File: config.mk
export PLATFORM = sky130hd
export DESIGN_NAME = alu_mc
export DESIGN_NICKNAME = d
export VERILOG_FILES = /design/src/rtl/alu_mc_pkg.sv /design/src/rtl/alu_mc_muldiv.sv /design/src/rtl/alu_mc.sv
export SDC_FILE = /design/constraint.sdc
export NUM_CORES = 1
export LEC_CHECK = 0
export BUFFER_PORTS_ARGS = -buffer_cell sky130_fd_sc_hd__clkbuf_2
export CORE_AREA = 2 2 113 115
export CTS_CLUSTER_DIAMETER = 50
export DETAILED_ROUTE_END_ITERATION = 10
export DIE_AREA = 0 0 115 117
export PLACE_DENSITY = 0.69
export SLEW_MARGIN = 20
export SYNTH_ARGS = -nofsm -noshare
export SYNTH_HDL_FRONTEND = slang
export SYNTH_SLANG_ARGS = --single-unit
File: constraint.sdc
create_clock -name clk -period 9.3 [get_ports clk]
set_clock_uncertainty 0.2 [all_clocks]
set_input_delay 2.79 -clock clk [delete_from_list [all_inputs] [get_ports clk]]
set_output_delay 2.79 -clock clk [all_outputs]
set_load 0.02 [all_outputs]
File: src/rtl/alu_mc_pkg.sv
// alu_mc shared types: opcode enum, FSM state enum and the multi-cycle
// opcode classifier used by the top level.
package alu_mc_pkg;

  typedef enum logic [4:0] {
    OP_ADD  = 5'd0,
    OP_SUB  = 5'd1,
    OP_NAND = 5'd2,
    OP_NOR  = 5'd3,
    OP_XNOR = 5'd4,
    OP_AND  = 5'd5,
    OP_OR   = 5'd6,
    OP_XOR  = 5'd7,
    OP_SLL  = 5'd8,
    OP_SRL  = 5'd9,
    OP_SLA  = 5'd10,
    OP_SRA  = 5'd11,
    OP_LUI  = 5'd12,
    OP_LLI  = 5'd13,
    OP_CMP  = 5'd14,
    OP_MUL  = 5'd15,
    OP_MULH = 5'd16,
    OP_DIV  = 5'd17,
    OP_REM  = 5'd18
  } alu_op_t;

  typedef enum logic [1:0] {
    S_IDLE = 2'd0,
    S_BUSY = 2'd1,
    S_DONE = 2'd2
  } state_t;

  // Opcodes served by the iterative multiply/divide engine.
  function automatic logic is_multicycle(input alu_op_t op);
    return (op == OP_MUL) || (op == OP_MULH) || (op == OP_DIV) || (op == OP_REM);
  endfunction

endpackage

File: src/rtl/alu_mc_muldiv.sv
// alu_mc_muldiv: radix-2 signed multiply / divide engine working on operand
// magnitudes. Loads on start, runs exactly DATA_WIDTH iterations, and presents
// the sign-corrected results combinationally in the cycle 'done' is high so
// the caller can register them on the same edge as the last iteration.
module alu_mc_muldiv
  import alu_mc_pkg::*;
#(
  parameter int DATA_WIDTH = 16
) (
  input  logic                    clk,
  input  logic                    reset,
  input  logic                    start,
  input  alu_op_t                 op,
  input  logic [DATA_WIDTH-1:0]   a,
  input  logic [DATA_WIDTH-1:0]   b,
  output logic                    done,
  output logic [2*DATA_WIDTH-1:0] product,
  output logic [DATA_WIDTH-1:0]   quotient,
  output logic [DATA_WIDTH-1:0]   remainder,
  output logic                    dz,
  output logic                    ovf
);

  localparam int W  = DATA_WIDTH;
  localparam int CW = $clog2(W);

  logic          run, is_div, neg_p, neg_q, neg_r, dz_q, ovf_q;
  logic [CW-1:0] cnt;
  // hi: partial product high half / partial remainder
  // lo: multiplier bits shifting out / dividend bits shifting out, quotient in
  logic [W-1:0]  hi, lo, m, a_q;
  logic [W-1:0]  hi_n, lo_n, ma, mb;
  logic [W:0]    sum, trial;
  logic          div_in;

  assign ma     = a[W-1] ? -a : a;
  assign mb     = b[W-1] ? -b : b;
  assign div_in = (op == OP_DIV) || (op == OP_REM);

  // One iteration: shift-add for multiply, restoring step for divide.
  always_comb begin
    sum   = {1'b0, hi} + (lo[0] ? {1'b0, m} : '0);
    trial = {hi, lo[W-1]} - {1'b0, m};
    if (is_div) begin
      if (!trial[W]) begin
        hi_n = trial[W-1:0];
        lo_n = {lo[W-2:0], 1'b1};
      end else begin
        hi_n = {hi[W-2:0], lo[W-1]};
        lo_n = {lo[W-2:0], 1'b0};
      end
    end else begin
      hi_n = sum[W:1];
      lo_n = {sum[0], lo[W-1:1]};
    end
  end

  assign done      = run && (cnt == CW'(W-1));
  assign product   = neg_p ? -{hi_n, lo_n} : {hi_n, lo_n};
  // Divide by zero overrides the iteration: all-ones quotient, remainder = a.
  assign quotient  = dz_q ? '1  : (neg_q ? -lo_n : lo_n);
  assign remainder = dz_q ? a_q : (neg_r ? -hi_n : hi_n);
  assign dz        = dz_q & is_div;
  assign ovf       = ovf_q & is_div;

  // Load operands on start, then iterate until the count expires.
  always_ff @(posedge clk) begin
    if (reset) begin
      run    <= 1'b0;
      cnt    <= '0;
      is_div <= 1'b0;
      neg_p  <= 1'b0;
      neg_q  <= 1'b0;
      neg_r  <= 1'b0;
      dz_q   <= 1'b0;
      ovf_q  <= 1'b0;
      hi     <= '0;
      lo     <= '0;
      m      <= '0;
      a_q    <= '0;
    end else if (start) begin
      run    <= 1'b1;
      cnt    <= '0;
      is_div <= div_in;
      neg_p  <= a[W-1] ^ b[W-1];
      neg_q  <= a[W-1] ^ b[W-1];
      neg_r  <= a[W-1];
      dz_q   <= (b == '0);
      ovf_q  <= (a == {1'b1, {(W-1){1'b0}}}) && (b == '1);
      a_q    <= a;
      hi     <= '0;
      lo     <= div_in ? ma : mb;
      m      <= div_in ? mb : ma;
    end else if (run) begin
      hi  <= hi_n;
      lo  <= lo_n;
      cnt <= cnt + 1'b1;
      if (done) run <= 1'b0;
    end
  end

endmodule

File: src/rtl/alu_mc.sv
// alu_mc: handshaked ALU. Single-cycle ops register their result at accept
// (latency 1); MUL/MULH/DIV/REM run on an iterative engine (latency
// DATA_WIDTH+1). Define ALU_MC_MULDIV_EN to build the engine; without it the
// multiply/divide opcodes are treated as illegal (result 1, latency 1).
module alu_mc
  import alu_mc_pkg::*;
#(
  parameter int DATA_WIDTH = 16,
  parameter int SHAMT_W    = $clog2(DATA_WIDTH)
) (
  input  logic                  clk,
  input  logic                  reset,
  input  logic                  in_valid,
  output logic                  in_ready,
  input  logic [DATA_WIDTH-1:0] a,
  input  logic [DATA_WIDTH-1:0] b,
  input  logic [4:0]            op,
  output logic                  out_valid,
  input  logic                  out_ready,
  output logic [DATA_WIDTH-1:0] result,
  output logic                  zero,
  output logic                  neg,
  output logic                  grt,
  output logic                  eq,
  output logic                  ovf,
  output logic                  dz
);

  localparam int W = DATA_WIDTH;

  state_t               state, state_nx;
  alu_op_t              op_in;
  logic                 accept, mc_in, md_done;
  logic [W-1:0]         sum, diff, alu_res;
  logic [SHAMT_W-1:0]   shamt;
  logic                 alu_ovf;

  assign op_in  = alu_op_t'(op);
  assign accept = in_valid & in_ready;

`ifdef ALU_MC_MULDIV_EN
  alu_op_t              op_q;
  logic [2*W-1:0]       md_prod;
  logic [W-1:0]         md_quot, md_rem, md_res;
  logic                 md_dz, md_ovf;

  assign mc_in = is_multicycle(op_in);

  alu_mc_muldiv #(.DATA_WIDTH(W)) u_muldiv (
    .clk       (clk),
    .reset     (reset),
    .start     (accept & mc_in),
    .op        (op_in),
    .a         (a),
    .b         (b),
    .done      (md_done),
    .product   (md_prod),
    .quotient  (md_quot),
    .remainder (md_rem),
    .dz        (md_dz),
    .ovf       (md_ovf)
  );

  // Pick the engine output that matches the captured opcode.
  always_comb begin
    case (op_q)
      OP_MUL:  md_res = md_prod[W-1:0];
      OP_MULH: md_res = md_prod[2*W-1:W];
      OP_DIV:  md_res = md_quot;
      default: md_res = md_rem;
    endcase
  end
`else
  assign mc_in   = 1'b0;
  assign md_done = 1'b0;
`endif

  // Single-cycle datapath; anything unnamed (and mul/div here) yields 1.
  always_comb begin
    sum     = a + b;
    diff    = a - b;
    shamt   = b[SHAMT_W-1:0];
    alu_res = '0;
    alu_ovf = 1'b0;
    case (op_in)
      OP_ADD: begin
        alu_res = sum;
        alu_ovf = (a[W-1] == b[W-1]) && (sum[W-1] != a[W-1]);
      end
      OP_SUB: begin
        alu_res = diff;
        alu_ovf = (a[W-1] != b[W-1]) && (diff[W-1] != a[W-1]);
      end
      OP_NAND:        alu_res = ~(a & b);
      OP_NOR:         alu_res = ~(a | b);
      OP_XNOR:        alu_res = ~(a ^ b);
      OP_AND:         alu_res = a & b;
      OP_OR:          alu_res = a | b;
      OP_XOR:         alu_res = a ^ b;
      OP_SLL, OP_SLA: alu_res = a << shamt;
      OP_SRL:         alu_res = a >> shamt;
      OP_SRA:         alu_res = $signed(a) >>> shamt;
      OP_LUI:         alu_res = W'(b[7:0]) << (W - 8);
      OP_LLI:         alu_res = W'(b[7:0]);
      OP_CMP:         alu_res = '0;
      default:        alu_res = W'(1);
    endcase
  end

  // State register.
  always_ff @(posedge clk) begin
    if (reset) state <= S_IDLE;
    else       state <= state_nx;
  end

  // Next state: DONE with out_ready may chain straight into the next op.
  always_comb begin
    state_nx = state;
    case (state)
      S_IDLE: if (accept) state_nx = mc_in ? S_BUSY : S_DONE;
      S_BUSY: if (md_done) state_nx = S_DONE;
      S_DONE: if (out_ready) state_nx = accept ? (mc_in ? S_BUSY : S_DONE) : S_IDLE;
      default: state_nx = S_IDLE;
    endcase
  end

  // Handshake outputs.
  always_comb begin
    in_ready  = (state == S_IDLE) || ((state == S_DONE) && out_ready);
    out_valid = (state == S_DONE);
  end

  // Result/flag registers: loaded at accept (single-cycle) or at engine done.
  always_ff @(posedge clk) begin
    if (reset) begin
      result <= '0;
      zero   <= 1'b0;
      neg    <= 1'b0;
      grt    <= 1'b0;
      eq     <= 1'b0;
      ovf    <= 1'b0;
      dz     <= 1'b0;
`ifdef ALU_MC_MULDIV_EN
      op_q   <= OP_ADD;
`endif
    end else if (accept) begin
      grt <= $signed(a) > $signed(b);
      eq  <= (a == b);
`ifdef ALU_MC_MULDIV_EN
      op_q <= op_in;
`endif
      if (!mc_in) begin
        result <= alu_res;
        zero   <= (alu_res == '0);
        neg    <= alu_res[W-1];
        ovf    <= alu_ovf;
        dz     <= 1'b0;
      end
`ifdef ALU_MC_MULDIV_EN
    end else if ((state == S_BUSY) && md_done) begin
      result <= md_res;
      zero   <= (md_res == '0);
      neg    <= md_res[W-1];
      ovf    <= md_ovf && (op_q == OP_DIV);
      dz     <= md_dz;
`endif
    end
  end

endmodule

==> run summary, run 1 <==
TritonCTS built the clock tree. The number of nets at the end of the flow is 909. The routed design could run at a clock period as short as 6.60 ns.

The run finished with clean final reports. The gate family responsible for the most delay along the worst path was compound AO/OA/AOI/OAI gates. For the number of iterations in the first detailed-routing pass, the log shows 5.

Detailed placement ended at an HPWL of 18.4 mm. Across the run, the number of max-cap violations was 0. Setup violations remaining at the end of the flow were counted as 0.

Weighted congestion at the end of routability-driven global placement: 1.09. The synthesis warning total was 0; the number of nets in the synthesized netlist was 908. The number of levels the H-tree was split into is 1.

The cell area that synthesis handed to floorplanning was 6000 µm². Setup slack on the worst reg-to-reg path comes out at 6.57 ns. Before CTS, the worst setup slack after placement is 2.60 ns. On the worst path, the slowest cell contributes a delay of 0.56 ns. For the worst max-slew margin expressed relative to the limit, the log shows 0.354. The portion of the clock cycle consumed by the worst path in the final layout is 0.709. Clock group share of total power: 0.174. Highest net fanout along the worst path: 59. Yosys mapped a number of flops with a built-in enable equal to 0. The tools report the leakage power of the design as 2.55 nW. Counting distinct cell types in the post-synthesis netlist gives 92. The number of global-route vias before repair is 6330. The first global-routing pass estimated 37.0 mm of wire.

The power share of the combinational group came out at 0.631. Counting every instance in the synthesized netlist gives 808. After global routing the overflow that remains totals 0. The critical path is of the in2reg type. Setup repair after global routing left no endpoint under its margin.

Buffers inserted during clock tree synthesis total 3. The library cell appearing most often on the critical path was a21oi_1. Entering global routing, the biggest net connects 60 pins.

Clock tree synthesis found a total of 21 sinks. The row count was 41. STA puts the critical path data required time at 9.24 ns. After clock tree synthesis, the flow added hold-fix buffers numbering 0. The count of final hold-check violations is 0, and the fraction of final layout cells with drive strength greater than 1 is 0.162. The logs give 0.487 for the starting utilization of the core area and 1049 for the number of DRC markers in iteration 0. The tools report the worst supply voltage drop on vdd as 0.0738 mV. In this run the remaining antenna-violating nets after routing total 0. In this run the power spent charging and discharging nets is 0.000247 W. After detailed routing, the number of vias per cell comes to 7.19. In this run the power density over the cells is 83.4 nW/µm². The kind of end point of the critical path was a flop. Post-CTS timing repair inserted 0 buffers for setup.

Counting along the longest clock path gives a buffer depth of 2. The critical path depth in cells was 13. The wire length per cell after detailed routing came out at 25.2 µm. For this run, design rule violations remaining after detail routing come to 0. Traced cell by cell, the critical path runs through clkbuf_2, buf_4, inv_1, ha_1, a21o_1, a2111o_1, o21ai_1, a21oi_1, or3_1, a21oi_1, xnor2_1, nand3_1, a311oi_1.

The slew at the pin with the worst max-slew slack came out at 0.962 ns. The routed via count is 6894, and the routed wire length is 24.2 mm. The number of inserted filler cells in the final layout was 1250.

Among all flip-flop cells after synthesis, the most frequent one is dfxtp_1. The internal portion of the total power is 0.000271 W. The proportion of register bits with asynchronous set or reset after synthesis came out at 0. Area growth from synthesis to final layout: 3.71%. The launching element type of the critical path is an input pin.

A synthesized cell averages 7.43 µm². The tools report the final count of pins violating max slew as 0. The die covers 13500 µm².

The core region is 12300 µm². The min-delay analysis places its worst path in the category reg2reg. Data arrives at the worst endpoint at 6.54 ns. The count of buffering cells on the critical path with inverters included was 3. Among all stages on the critical path, the largest delay is contributed by buf_4.

Measured along the y axis, the die boundary spans 117 µm. The switching power share of the total is 0.477, and the depth of the worst hold-timing path is 2. The number of gates resized after CTS was 0. The aggregate global-route resource usage is 0.355. The clock reaches the later pin of the worst-skew pair after 0.25 ns.

The run gives 2.70 ns as the smallest setup slack after layout. For this run, the top clock speed supported by timing is 0.152 GHz. Buffers placed on the I/O ports in this run total 63. The tools report the share of power burned in registers as 0.195. The post-synthesis sequential element count came out at 21.

The worst register-to-register path has a depth of 9. Reg-to-reg critical path startpoint: state[1]. The post-route setup TNS was 0 ns; the width of the die was 115 µm. 65 I/O pins were placed. The tools report the worst hold path startpoint as result[10].

After clock tree synthesis, the clock-pin slew on the worst setup and hold paths is 0.06 ns. In this run the clock root is driven by a clkbuf_16. The tools report the critical path launch point as b[1]. For the initial antenna violation count, the log shows 1. In this run the critical register-to-register path is captured at zero. The sequential element share of the synthesized area was 0.0701. The tools report the end point of the most critical hold path as result[10].
layout make-up:
cell class,count,area [µm²],area share
Antenna cell,1,2.50,0.000402
Clock buffer,3,75.1,0.0121
Clock inverter,1,5.00,0.000804
Inverter,46,173,0.0277
Multi-Input combinational cell,667,4990,0.802
Sequential cell,21,420,0.0676
Tap cell,150,188,0.0302
Timing Repair Buffer,70,368,0.0591
synth_stat cells (8+ instances only):
master	n	area share
mux2i_1	26	0.043
a21oi_1	41	0.034
nand2b_1	15	0.016
nand2_1	42	0.026
nand4_1	8	0.0083
nor4_1	14	0.015
mux4_2	21	0.079
o21ai_0	29	0.024
o211ai_1	12	0.015
nor2_1	87	0.054
dfxtp_1	21	0.070
a21o_1	8	0.010
nand3_1	15	0.013
o22ai_1	9	0.0094
a211oi_1	24	0.030
o31ai_1	9	0.011
buf_2	22	0.018
or3_1	12	0.013
a22oi_1	11	0.014
nor3_1	42	0.035
inv_1	43	0.027
buf_4	10	0.013
ha_1	57	0.12
o31a_1	8	0.012
nor2b_1	11	0.011
a221oi_1	8	0.012
clkbuf_1	31	0.019
through the flow:
| step | power (W) | hold WS (ns) | cell area, µm² | util | std cells |
|---|---|---|---|---|---|
| 2_1_floorplan | 0.000329 | 0.329 | 6000 | - | 808 |
| 3_3_place_gp | 0.000419 | 0.245 | 6140 | 0.499 | 954 |
| 3_5_place_dp | 0.000419 | 0.247 | 6140 | 0.499 | 954 |
| 4_1_cts | 0.000510 | 0.256 | 6220 | 0.505 | 958 |
| 5_1_grt | 0.000548 | 0.288 | 6220 | 0.505 | 958 |
| 6_report | 0.000519 | 0.261 | 6220 | 0.505 | 959 |
sequential cells by signal (all words and copies together), names as in the netlist:
register and count:
result 16, eq 1, grt 1, ovf 1, state 1, zero 1
kinds of logic (layout without fill, tap and decap cells):
group	Yosys count	after routing	synth area share
AOI/OAI and AO/OA	256	256	0.313
xor gates and xnor gates	7	7	0.0102
adders and majority gates	59	59	0.126
buffers and inverters	120	120	0.0980
DFF	21	21	0.0701
muxes	54	54	0.136
other	1	2	0.000625
and+or+nand+nor	290	290	0.247
how the worst max path moves through the flow:
stage,slack [ns],end
5_1_grt,2.49,zero
2_1_floorplan,3.19,zero
4_1_cts,2.80,ovf
6_report,2.70,ovf
3_3_place_gp,2.65,zero
3_5_place_dp,2.60,zero
worst reg2reg max path, stage by stage (launching register included):
cell and delay (ns):
dfxtp_1 0.31, nand2b_1 0.12, nand2_1 0.30, nor3_1 0.36, o2111ai_1 0.29, nor4_1 0.37
nand4_1 0.20, nor4_1 0.31, nand4_1 0.13, nand2_1 0.09
cells in the final DEF (no fill, tap or decap), types with 8 or more instances in the layout:
master    netlist  layout
o31a_1          8       8
o22ai_1         9       9
nor4_1         14      14
a221oi_1        8       8
nand2_1        42      42
a211oi_1       24      24
o31ai_1         9       9
nand4_1         8       8
nand3_1        15      15
o21ai_0        29      29
mux2i_1        26      26
nand2b_1       15      15
ha_1           57      57
nor2_1         87      87
nor2b_1        11      11
clkbuf_2        0      63
inv_1          43      43
a21oi_1        41      41
or3_1          12      12
o211ai_1       12      12
dfxtp_1        21      21
mux4_2         21      21
a22oi_1        11      11
a21o_1          8       8
nor3_1         42      42
metal layers:
layer / global-route usage / part of all wire
met5: 0 / 0
met4: 0.149 / 0.049
met3: 0.0407 / 0.085
met2: 0.571 / 0.45
met1: 0.486 / 0.42
power by group through the flow:
stage	registers, W	logic [W]	clock network (W)
floorplan	0.000112	0.000217	0
global placement	0.000103	0.000316	0
detailed placement	0.000103	0.000315	0
CTS	0.000101	0.000317	0.0000918
global route	0.000102	0.000349	0.0000972
finish	0.000101	0.000327	0.0000903
Power figures use the tool's default switching activity.
==> run 2, diff against run 1 <==
- ABC_AREA: not set -> 1
- CORE_AREA: 2 2 113 115 -> 2 2 112 114
- DIE_AREA: 0 0 115 117 -> 0 0 114 116
- clock period: 9.3 -> 6.7 ns (I/O delays scaled with it)
==> run summary, run 2 <==
The flow ran to the end, and the final reports show no timing, DRC or antenna violations. The pin count of the biggest net entering global routing was 37 (was 60). The cell accounting for the most synthesized area was nand2_1 (was ha_1). The kind of end point of the critical path was a flop (unchanged).

The number of synthesized flops with an enable pin works out to 0 (unchanged). Peak clock frequency supported by timing: 0.207 GHz. The cell count after placement came out at 1358 (was 954). The proportion of register bits with asynchronous set or reset after synthesis was 0 (unchanged); the number of nets in the synthesized netlist was 1284 (was 908). The power per unit of standard cell area was 108 nW/µm² (was 83.4 nW/µm²); the wire length per cell after detailed routing was 17.1 µm (was 25.2 µm). Most frequent cell after synthesis: nand2_1 (was nor2_1).

For the distinct cell type count of the synthesized netlist, the log shows 33 (was 92). The run gives 1362 (was 959) as the count of placed standard cells in the final layout, fillers left out. The most flop-heavy register is result (unchanged). The via count normalized by instance count was 5.74 (was 7.19). The tools report the total standard cell area after synthesis as 5870 µm² (was 6000 µm²). The remaining global-route overflow is 0 (unchanged).

The logs give 1316 (was 909) for the number of nets at the end of the flow and 0.353 (was 0.355) for the aggregate global-route resource usage. The final count of pins violating max slew was 0 (unchanged); the post-CTS setup-driven buffer insertion count was 0 (unchanged). The tools report the number of global-route vias before repair as 6926 (was 6330). The most common cell after layout, fill and taps aside is nand2_1 (was nor2_1).

The slew at the pin with the worst max-slew slack was 1.20 ns (was 0.962 ns); the synthesis warning total was 0 (unchanged). The worst max-slew margin expressed relative to the limit was 0.199 (was 0.354); the sequential element share of the synthesized area was 0.0716 (was 0.0701). The number of buffers inserted by hold repair at cts is 0 (unchanged). The run gives 1184 (was 808) as the post-synthesis instance total. The portion of the clock cycle consumed by the worst path in the final layout came out at 0.722. Setup repair after global routing left no endpoint under its margin.

The kind of path behind the tightest hold check is reg2reg (unchanged). The final number of setup-violating endpoints is 0 (unchanged). The initial antenna violation count was 0 (was 1); the post-route setup TNS was 0 ns (unchanged). For the number of gates given a new drive strength after cts, the log shows 0 (unchanged). The number of diodes added for antenna fixing came out at 0 (was 1).

The routed via count is 7823 (was 6894). Most instantiated cells after synthesis: 422 x nand2_1, 186 x nand3_1, 164 x nor2_1 (was 87 x nor2_1, 57 x ha_1, 43 x inv_1). The tools report the number of buffers on the longest clock path as 2 (unchanged). The area share of the largest cell type after synthesis is 0.270 (was 0.119). The buffer type at the clock tree root was clkbuf_16 (unchanged). The tools report the leakage power of the design as 3.72 nW (was 2.55 nW). The most instantiated flip-flop cell in the synthesis netlist is dfxtp_1 (unchanged).

For the row count, the log shows 40 (was 41). The tools report the first-pass GRT wire length as 36.4 mm (was 37.0 mm). The starting utilization of the core area was 0.493 (was 0.487); the post-synthesis sequential element count was 21 (unchanged). The required time reported for the critical path endpoint was 6.69 ns (was 9.24 ns); the detailed placement HPWL was 18.6 mm (was 18.4 mm). The run gives 1385 (was 1250) as the number of inserted filler cells in the final layout. The number of placed I/O pins was 65 (unchanged); the clock-pin slew on the worst setup and hold paths was 0.06 ns (about the same). The number of nets with antenna violations after detailed routing was 0 (unchanged).

The highest net fanout along the worst path works out to 31 (was 59). For the count of final hold-check violations, the log shows 0 (unchanged). The average size of a mapped cell was 4.96 µm² (was 7.43 µm²); the number of clock sinks was 21 (unchanged). The total power consumption of the routed design came out at 0.000678 W (was 0.000519 W).

Core area: 11900 µm² (was 12300 µm²). The number of levels the H-tree was split into is 1 (unchanged). Class of the most critical setup path: in2reg (unchanged).

TritonCTS built the clock tree. The width of the die was 114 µm (was 115 µm); the max-cap check violation count was 0 (unchanged). The fraction of final layout cells with drive strength greater than 1 is 0.0741 (was 0.162), and the number of iterations in the first detailed-routing pass is 6 (was 5). The height of the die is 116 µm (was 117 µm). Time the final worst path needs with I/O delays and setup: 4.84 ns.

Cell types occupying the most area after synthesis: nand2_1 27%, nand3_1 16%, ha_1 12% (was ha_1 12%, mux4_2 7.9%, dfxtp_1 7.0%). The run gives 1191 (was 1049) as the number of DRC markers in iteration 0. Count of input and output buffers: 63 (unchanged). The run gives 4.83 ns (was 6.54 ns) as the data arrival time of the critical path. The CTS buffer count is 3 (unchanged), and the clock latency reported for the late side of the worst-skew pair is 0.26 ns (was 0.25 ns).

The flip-flop count of the largest register after layout was 16 (unchanged); the weighted congestion at the end of routability-driven global placement was 1.08 (was 1.09). Area growth from synthesis to final layout: 7.23% (was 3.71%). The run gives 0 (unchanged) as the number of design rule violations left after detail routing. The tools report the launching element type of the critical path as an input pin (unchanged). Most frequent cells in the layout: 422 x nand2_1, 186 x nand3_1, 164 x nor2_1 (was 87 x nor2_1, 63 x clkbuf_2, 57 x ha_1).

The tools report the worst supply voltage drop on vdd as 0.0861 mV (was 0.0738 mV). The routed wire length is 23.3 mm (was 24.2 mm), and the area of the die is 13200 µm² (was 13500 µm²).
==> run 2: changes by cell type after synthesis, moves of 12 or more <==
cell / before / now
mux2i_1: 26 / 1
nor2_1: 87 / 164
clkbuf_1: 31 / 14
nand2b_1: 15 / 0
nand4_1: 8 / 23
nand2_1: 42 / 422
nor4_1: 14 / 0
a211oi_1: 24 / 0
or3_1: 12 / 0
inv_1: 43 / 148
mux4_2: 21 / 0
nor3_1: 42 / 9
nand3_1: 15 / 186
==> run 2: cell families (layout without fill, tap and decap cells) <==
group	count (synthesis)	count (layout)	share of synthesized area
adders and majority gates	59	59	0.128
and+or+nand+nor	817	817	0.582
buffers and inverters	198	229	0.135
DFF	21	21	0.0716
muxes	1	1	0.00171
AOI/OAI and AO/OA	85	85	0.0778
other	1	1	0.000639
xor gates and xnor gates	2	2	0.00298
==> run 2: stage by stage <==
| step | utilization | area (µm²) | hold slack [ns] | worst slack, ns |
|---|---|---|---|---|
| 6_report | 0.528 | 6290 | 0.279 | 1.86 |
| 2_1_floorplan | - | 5870 | 0.344 | 2.29 |
| 5_1_grt | 0.528 | 6290 | 0.295 | 1.59 |
| 3_5_place_dp | 0.522 | 6220 | 0.270 | 1.68 |
| 4_1_cts | 0.528 | 6290 | 0.281 | 1.94 |
| 3_3_place_gp | 0.522 | 6220 | 0.260 | 1.67 |
==> run 2: final timing paths <==
check / depth (start not counted) / slack, ns / endpoint / start
max reg2reg: 12 / 4.52 / zero / state[1]
min reg2reg: 2 / 0.28 / grt / grt
min: 2 / 0.28 / grt / grt
max: 19 / 1.86 / zero / b[1]
==> run 2: metal layers <==
metal,up-vias,track usage,part of all wire
met1,3449,0.482,0.41
li1,3809,-,-
met3,93,0.0549,0.12
met2,472,0.539,0.41
met5,-,0,0
met4,0,0.178,0.061
==> run 2: power by group <==
part           internal, W  leakage, nW  switching [W]
combinational     0.000118         3.50       0.000292
clock            0.0000812       0.0382      0.0000471
sequential        0.000135        0.173     0.00000505
total             0.000334         3.72       0.000344
==> run 2: layout make-up <==
| type | count | area, µm² | share of cell area |
|---|---|---|---|
| repair buffers | 70 | 368 | 0.0584 |
| multi-input cells | 965 | 4660 | 0.740 |
| flip-flops and latches | 21 | 420 | 0.0668 |
| well taps | 147 | 184 | 0.0292 |
| inverters | 155 | 584 | 0.0928 |
| clock buffers | 4 | 78.8 | 0.0125 |
==> run 2: critical path: stages <==
cell and delay [ns]:
clkbuf_2 0.07, buf_4 0.32, inv_1 0.35, ha_1 0.44, nor2_1 0.21, nand2_1 0.10
nand2_1 0.13, nand2_1 0.07, nand3_1 0.06, nand3_1 0.06, nor2_1 0.22, nand2_1 0.08
nor2_1 0.13, nand2_1 0.06, nor2_1 0.18, nand2_1 0.07, nor2_1 0.09, nand2_1 0.05
a21oi_1 0.11
==> run 3, diff against run 2 <==
- PLACE_DENSITY: 0.69 -> 0.71
- clock period: 6.7 -> 4.35 ns (I/O delays scaled with it)
==> run summary, run 3 (synthesis gave the netlist of run 2 again) <==
The number of clock sinks was 21 (unchanged); the met2 routed wirelength was 10.4 mm (was 9.66 mm). The worst hold path startpoint was grt (unchanged). Final count of pins violating max slew: 0 (unchanged). The reg-to-reg critical path startpoint was state[1] (unchanged). The run gives 1331 (was 1316) as the number of nets at the end of the flow.

The count of input and output buffers works out to 63 (unchanged). The flip-flop count of the largest register after layout came out at 16 (unchanged). The CTS buffer count was 3 (unchanged); the initial antenna violation count was 0 (unchanged). The count of final hold-check violations was 0 (unchanged); the first-pass GRT wire length was 38.7 mm (was 36.4 mm).

The highest metal layer used by the detailed router was met4 (unchanged). For the post-route setup TNS, the log shows 0 ns (unchanged). Cell count after placement: 1373 (was 1358).

The number of DRC markers in iteration 0 came out at 1169 (was 1191). The tools report the required time reported for the critical path endpoint as 4.34 ns (was 6.69 ns). TritonCTS built the clock tree. Area of the die: 13200 µm² (unchanged). The slowest cell on the critical path is ha_1 (unchanged). The total power consumption of the routed design was 0.00106 W (was 0.000678 W).

The tools report the kind of end point of the critical path as a flop (unchanged). The max-cap check violation count was 0 (unchanged). The logs give 11900 µm² (unchanged) for the core area and 0 (unchanged) for the number of nets with antenna violations after detailed routing.

The logs give 6410 µm² (was 6290 µm²) for the total non-filler cell area in the finished layout and 2.28 ns (was 4.52 ns) for the setup slack on the worst flop-to-flop path. The most flop-heavy register is result (unchanged). The via count normalized by instance count is 5.73 (was 5.74). The routed wire length is 24.8 mm (was 23.3 mm), and the clock latency reported for the late side of the worst-skew pair is 0.25 ns (was 0.26 ns). For the number of design rule violations left after detail routing, the log shows 0 (unchanged). Library cell appearing most often on the critical path: nand2_1 (unchanged).

The number of iterations in the first detailed-routing pass was 7 (was 6). The fraction of final layout cells with drive strength greater than 1 is 0.0854 (was 0.0741). The tools report the launching element type of the critical path as an input pin (unchanged). The run gives 0.324 ns (was 1.68 ns) as the pre-CTS setup slack. Kind of path behind the tightest hold check: reg2reg (unchanged). The number of placed I/O pins was 65 (unchanged); the row count was 40 (unchanged). For the worst supply voltage drop on vdd, the log shows 0.151 mV (was 0.0861 mV). Setup repair after global routing left no endpoint under its margin.

Number of gates given a new drive strength after cts: 0 (unchanged). The run gives 6330 µm² (was 6220 µm²) as the area after detailed placement. The wire length per cell after detailed routing was 18.0 µm (was 17.1 µm); the height of the die was 116 µm (unchanged).

Depth of the worst register-to-register path: 11 (was 12). Cells along the critical path: clkbuf_2, inv_1, ha_1, nand2_1, inv_1, nand4_1, nand2_1, nand2_1, nand2_1, nor2_1, nor2_1, nand2_1, nor2_1, nand3_1, nor2_1, nand2_1, a21oi_1 (was clkbuf_2, buf_4, inv_1, ha_1, nor2_1, nand2_1, nand2_1, nand2_1, nand3_1, nand3_1, nor2_1, nand2_1, nor2_1, nand2_1, nor2_1, nand2_1, nor2_1, nand2_1, a21oi_1). The end of the worst register-to-register path is zero (unchanged). The gate family responsible for the most delay along the worst path is simple AND/OR/NAND/NOR gates (unchanged). The data arrival time of the critical path was 3.79 ns (was 4.83 ns); the wire length on met1 was 10.3 mm (was 9.53 mm).

The width of the die is 114 µm (unchanged), and the number of buffers inserted by hold repair at cts is 0 (unchanged). Remaining global-route overflow: 0 (unchanged). The logs give 0 (unchanged) for the final number of setup-violating endpoints and 37 (unchanged) for the pin count of the biggest net entering global routing. The highest net fanout along the worst path is 9 (was 31). Most frequent cells in the layout: 422 x nand2_1, 186 x nand3_1, 164 x nor2_1 (unchanged). The run finished with clean final reports.

The tools report the met3 layer wire length in the routed design as 3.11 mm (was 2.68 mm). The clock-pin slew on the worst setup and hold paths came out at 0.06 ns (about the same). Time the final worst path needs with I/O delays and setup: 3.80 ns.

The routed via count was 7885 (was 7823); the number of diodes added for antenna fixing was 0 (unchanged). The slew at the pin with the worst max-slew slack came out at 0.971 ns (was 1.20 ns). The number of buffers on the longest clock path came out at 2 (unchanged). The logs give 7053 (was 6926) for the number of global-route vias before repair and 0.547 ns (was 1.86 ns) for the smallest setup slack after layout.

Buffer type at the clock tree root: clkbuf_16 (unchanged). The tools report the end point of the most critical hold path as grt (unchanged). The power per unit of standard cell area was 166 nW/µm² (was 108 nW/µm²); the detailed placement HPWL was 20.0 mm (was 18.6 mm). The worst max-slew margin expressed relative to the limit is 0.350 (was 0.199).

The weighted congestion at the end of routability-driven global placement came out at 1.08 (about the same). Most common cell after layout, fill and taps aside: nand2_1 (unchanged). The run gives 0 (unchanged) as the post-CTS setup-driven buffer insertion count. The count of buffering cells on the critical path with inverters included was 3 (unchanged). The depth of the worst hold-timing path is 2 (unchanged).

The portion of the clock cycle consumed by the worst path in the final layout was 0.874; the peak clock frequency supported by timing was 0.263 GHz. The largest incremental delay on the critical path is 0.48 ns (was 0.44 ns), and the count of placed standard cells in the final layout, fillers left out is 1377 (was 1362). The run gives 0.493 (unchanged) as the starting utilization of the core area. Class of the most critical setup path: in2reg (unchanged). Aggregate global-route resource usage: 0.378 (was 0.353). The leakage power of the design is 3.79 nW (was 3.72 nW), and the number of levels the H-tree was split into is 1 (unchanged).

The area growth from synthesis to final layout works out to 9.14% (was 7.23%).
run 3: cell types whose count changed in the layout (fill, tap and decap cells not counted):
cell / previous run / this run
buf_4: 7 / 22
run 3: area by class of cell:
cell class	instances	area [µm²]
multi-input combinational	965	4660
inverter	155	584
tap	147	184
clock buffer	4	78.8
fill	1373	5500
timing repair buffer	85	480
sequential	21	420
run 3: per-stage QoR:
| stage | util | hold WS (ns) |
|---|---|---|
| final | 0.538 | 0.268 |
| after global routing | 0.538 | 0.305 |
| after global placement | 0.531 | 0.255 |
| after CTS | 0.538 | 0.271 |
| after floorplan | - | 0.344 |
| after detailed placement | 0.531 | 0.263 |
run 3: report_power, final:
part | leakage, nW | switching, W | total, W | internal (W)
clock network | 0.0382 | 0.0000681 | 0.000193 | 0.000125
logic | 3.58 | 0.000463 | 0.000653 | 0.000190
registers | 0.173 | 0.00000777 | 0.000215 | 0.000208
run 3: worst max-delay path by stage:
stage | startpoint | to | slack, ns | cells after the start
2_1_floorplan | b[2] | zero | 0.67 | 17
3_3_place_gp | a[5] | zero | 0.34 | 17
3_5_place_dp | a[0] | zero | 0.32 | 17
4_1_cts | a[0] | zero | 0.58 | 17
5_1_grt | b[1] | zero | 0.40 | 19
6_report | a[5] | zero | 0.55 | 17
run 3: worst min-delay path, stage by stage, from the launching register on:
cell	delay (ns)
dfxtp_1	0.31
nand2_1	0.06
a21oi_1	0.06
run 3: layer usage:
metal / GRT usage / vias to the layer above
met2: 0.581 / 524
met1: 0.528 / 3459
met3: 0.0722 / 81
met5: 0 / -
met4: 0.137 / 0
li1: - / 3821
